--- src/rtl/ripple_adder_pkg.sv ---
// Shared constants and the golden adder model for the ripple-carry adder slice.
package ripple_adder_pkg;

   localparam int RA_WIDTH_DEFAULT = 4;
   localparam int RA_WIDTH_MAX     = 32;

   // Result is (x + y + cin) truncated to width+1 bits, so the carry-out is bit [width].
   function automatic logic [RA_WIDTH_MAX:0] ra_ref_sum(
      input logic [RA_WIDTH_MAX-1:0] x,
      input logic [RA_WIDTH_MAX-1:0] y,
      input logic                    cin,
      input int unsigned             width
   );
      logic [RA_WIDTH_MAX:0] full_sum;
      logic [RA_WIDTH_MAX:0] mask;
      full_sum = {1'b0, x} + {1'b0, y} + {{RA_WIDTH_MAX{1'b0}}, cin};
      mask     = ({{RA_WIDTH_MAX{1'b0}}, 1'b1} << (width + 1)) - 1'b1;
      return full_sum & mask;
   endfunction

endpackage

--- src/rtl/ripple_adder_behavioral_full_adder.sv ---
// Single-bit full adder cell used as one stage of the carry chain.
module full_adder (
   input  logic a,
   input  logic b,
   input  logic cin,
   output logic s,
   output logic cout
);

   logic half_sum;

   assign half_sum = a ^ b;
   assign s        = half_sum ^ cin;
   assign cout     = (a & b) | (cin & half_sum);

endmodule

--- src/rtl/ripple_adder_behavioral.sv ---
// Registered unsigned ripple-carry adder: {Cout, S} = X + Y + Cin, one cycle latency.
// Define RIPPLE_ADDER_OVF_EN to add the registered two's-complement overflow output V.
module ripple_adder_behavioral
   import ripple_adder_pkg::*;
#(
   parameter int WIDTH = RA_WIDTH_DEFAULT
) (
   input  logic             clk,
   input  logic             rst_n,
   input  logic             in_valid,
   input  logic [WIDTH-1:0] X,
   input  logic [WIDTH-1:0] Y,
   input  logic             Cin,
   output logic [WIDTH-1:0] S,
   output logic             Cout,
`ifdef RIPPLE_ADDER_OVF_EN
   output logic             V,
`endif
   output logic             out_valid
);

   logic [WIDTH:0]   carry;
   logic [WIDTH-1:0] sum_next;

   assign carry[0] = Cin;

   generate
      for (genvar gi = 0; gi < WIDTH; gi++) begin : g_stage
         full_adder u_fa (
            .a    (X[gi]),
            .b    (Y[gi]),
            .cin  (carry[gi]),
            .s    (sum_next[gi]),
            .cout (carry[gi+1])
         );
      end
   endgenerate

   // Outputs only load on in_valid, so undriven operands in idle cycles never reach S/Cout.
   always_ff @(posedge clk or negedge rst_n) begin
      if (!rst_n) begin
         S         <= '0;
         Cout      <= 1'b0;
         out_valid <= 1'b0;
      end else begin
         out_valid <= in_valid;
         if (in_valid) begin
            S    <= sum_next;
            Cout <= carry[WIDTH];
         end
      end
   end

`ifdef RIPPLE_ADDER_OVF_EN
   always_ff @(posedge clk or negedge rst_n) begin
      if (!rst_n) begin
         V <= 1'b0;
      end else if (in_valid) begin
         V <= carry[WIDTH] ^ carry[WIDTH-1];
      end
   end
`endif

endmodule

--- config.mk ---
export PLATFORM = sky130hd
export DESIGN_NAME = ripple_adder_behavioral
export DESIGN_NICKNAME = d
export VERILOG_FILES = /design/src/rtl/ripple_adder_pkg.sv /design/src/rtl/ripple_adder_behavioral_full_adder.sv /design/src/rtl/ripple_adder_behavioral.sv
export SDC_FILE = /design/constraint.sdc
export NUM_CORES = 1
export LEC_CHECK = 0
export BUFFER_PORTS_ARGS = -buffer_cell sky130_fd_sc_hd__buf_4
export CORE_AREA = 2 2 39 41
export CTS_CLUSTER_DIAMETER = 40
export DETAILED_ROUTE_END_ITERATION = 8
export DIE_AREA = 0 0 41 43
export SYNTH_ARGS = -nofsm -noshare
export SYNTH_HDL_FRONTEND = slang
export SYNTH_HIERARCHICAL = 1
export SYNTH_SLANG_ARGS = --single-unit
--- constraint.sdc ---
create_clock -name clk -period 0.8 [get_ports clk]
set_clock_uncertainty 0.05 [all_clocks]
set_input_delay 0.04 -clock clk [delete_from_list [all_inputs] [get_ports clk]]
set_output_delay 0.04 -clock clk [all_outputs]
set_load 0.02 [all_outputs]
==> results summary <==
The floorplan step defined a die boundary enclosing 1763 sq um. The netlist uses 3 different library cells. The cell count after synthesis is 15. The clock sink count came out at 6. The number of ports placed on the die boundary is 18. The count of antenna-violating nets left after detailed routing came out at 0. The core box area is 1384 sq um. The total power after layout came out at 1.051 mW.

Of the post-synthesis cell area, the dominant cell type holds 52.40%. The count of final hold-check violations came out at 0. The number of core rows is 14. Measured against its own limit, the worst slew margin works out to 93.46%. The maximum clock path buffer count is 2.

The number of violations of the max-capacitance limit came out at 0. The transition time of the tightest slew-check pin came out at 0.09808 ns. The shortest clock period the worst path allows after layout is 1.795 ns. The routed metal-1 wirelength came out at 258 microns. The maximum level of the CTS H-tree came out at 1. The setup path with the least slack is of type input pin to flip-flop. Power spread over the standard cell area amounts to 1990 nW/um^2.

The final max-slew violation count is 0. For the worst setup path, the data required time is 0.87 ns. The overall routed net length came out at 604 microns. The number of buffers created by CTS is 3. For this run, the number of Yosys warnings is 6. The clock-pin slew reported for the worst setup and hold paths after clock tree synthesis is 0.04 ns. The final antenna diode count is 0. Cells with a size suffix above 1 make up 78.38% of the layout. The run finished, with violations left. TritonCTS built the clock tree. Setup violations remaining at the end of the flow were counted as 11. The met3 wirelength from detailed routing came out at 76 microns. The share of the clock period used by the worst path came out at 224.4%. The critical path data arrival time is 1.86 ns. The post-CTS repair timing setup buffer count is 0. The maximum vdd drop came out at 1247 uV.

The DRC violations left is 0. The chip height came out at 43 microns. The final weighted congestion in routability-driven placement came out at 0.6957. The worst setup path is launched from an input pin. The number of DRC markers in iteration 0 came out at 1. The class of the most critical hold timing path is input pin to flip-flop. Entering global routing, the biggest net connects 7 pins. The critical-path maximum fanout is 1. When the netlist entered floorplanning its net count stood at 31. The synthesis-stage register bit count is 6. The leakage power is 0.2454 nW.

Ranked by total cell area, the synthesized netlist is headed by dfrtp_1 (52%), fa_1 (28%), mux2_2 (20%). The width of the chip is 41 microns. The root buffer selected by CTS is clkbuf_4.

For this configuration, the core starts out at a cell density of 20.71%. The source-to-sink clock delay at the later pin of the worst-skew pair is 0.23 ns. In the final routed layout, each cell accounts on average for 11.40 microns. The netlist area before placement came out at 286.5 sq um. STA classifies the critical path endpoint as a flip-flop.

The net total in the final layout came out at 55. Setup repair after global routing could not meet its margin everywhere. The via count is 208. The routed design uses 269 microns of met2 wire. The number of detailed-routing iterations run before antenna repair is 2. The total global routing overflow came out at 0. Dividing the synthesized area by the synthesized cell count gives 19.10 sq um. The count of buffers added on input and output ports is 17. The number of fill cells came out at 133. Dividing the detail-routed via count by the number of cells gives 3.925. Signal routing reaches up to met3. The total routing resource utilization after global routing came out at 8.342%.

The sequential cell area fraction in the yosys report is 52.40%. The setup slack of the critical path after layout is -0.9954 ns. Static timing analysis puts the maximum clock frequency at 557.0 MHz.

The post-place setup slack is -1.312 ns. The number of antenna violations at the first check in global routing is 0. The library cell with the largest summed area after synthesis is dfrtp_1. The end-of-flow core utilization came out at 38.16%.

The area growth from synthesis to layout is 84.28%. The worst hold slack across all endpoints came out at 0.08178 ns. The first global-routing pass estimated 917 microns of wire. The via count of the first global-routing pass is 234. The checks that failed: negative setup slack.
-- critical path: stages --
cell    delay, ns
buf_6        0.09
fa_2         0.37
fa_2         0.34
fa_2         0.34
fa_2         0.40
mux2_2       0.27
-- synthesized netlist by cell type, drive strengths merged --
cell type and instances:
dfrtp 6, mux2 5, fa 4
-- where the power goes --
part	switching [mW]	internal, mW	total (mW)
sequential	0.0397	0.362	0.401
clock	0.0938	0.169	0.262
combinational	0.153	0.235	0.387
-- layout by cell type, fill, tap and decap left out, drive strengths merged --
cell type	netlist	routed
buf	0	17
clkbuf	0	3
fa	4	4
dfrtp	6	6
dlygate4sd3	0	2
mux2	5	5
-- sequential cells by signal (all words and copies together), names as in the netlist --
name       count
Cout           1
S              4
out_valid      1
-- path summary, 6_finish.rpt --
path,to,cells past startpoint,startpoint,slack [ns]
min reg2reg,S[1],1,S[1],0.48
min,S[1],2,in_valid,0.08
max reg2reg,S[0],1,S[0],-0.02
max in group asynchronous,S[3],2,rst_n,0.49
min in group asynchronous,S[0],2,rst_n,0.10
max,S[3],6,X[0],-1.0
-- final cells by class --
type                            count  area (sq um)  share of cell area (%)
Timing Repair Buffer               19         173.9                   32.94
Multi-Input combinational cell      9         161.4                   30.57
Sequential cell                     6         150.1                   28.44
Clock buffer                        3         22.52                   4.265
Tap cell                           16         20.02                   3.791
-- cell families after synthesis --
kind of cell	synth area share, %
multiplexers	19.65
flip-flops	52.40
adder cells (fa/ha/maj)	27.95
-- per-layer routing --
| layer | vias to the layer above | global-route usage [%] |
|---|---|---|
| met4 | 0 | 4.000 |
| met3 | 0 | 6.283 |
| met5 | - | 0 |
| met2 | 17 | 11.88 |
| li1 | 95 | - |
| met1 | 96 | 8.725 |
-- through the flow --
step,instances,setup TNS [ns],cell area (sq um)
after CTS,52,-3.228,518.0
after floorplan,15,-3.569,296.5
after global routing,53,-3.415,528.0
final,53,-3.142,528.0
after global placement,48,-4.311,444.2
after detailed placement,48,-4.379,444.2
-- timing repair --
item	4_1_cts	5_1_grt
pin swaps	1	0
gates resized for setup	11	0
hold buffers	1	1
endpoints found under the setup margin	11	11
hold endpoints to repair	7	1
Power figures use the tool's default switching activity.
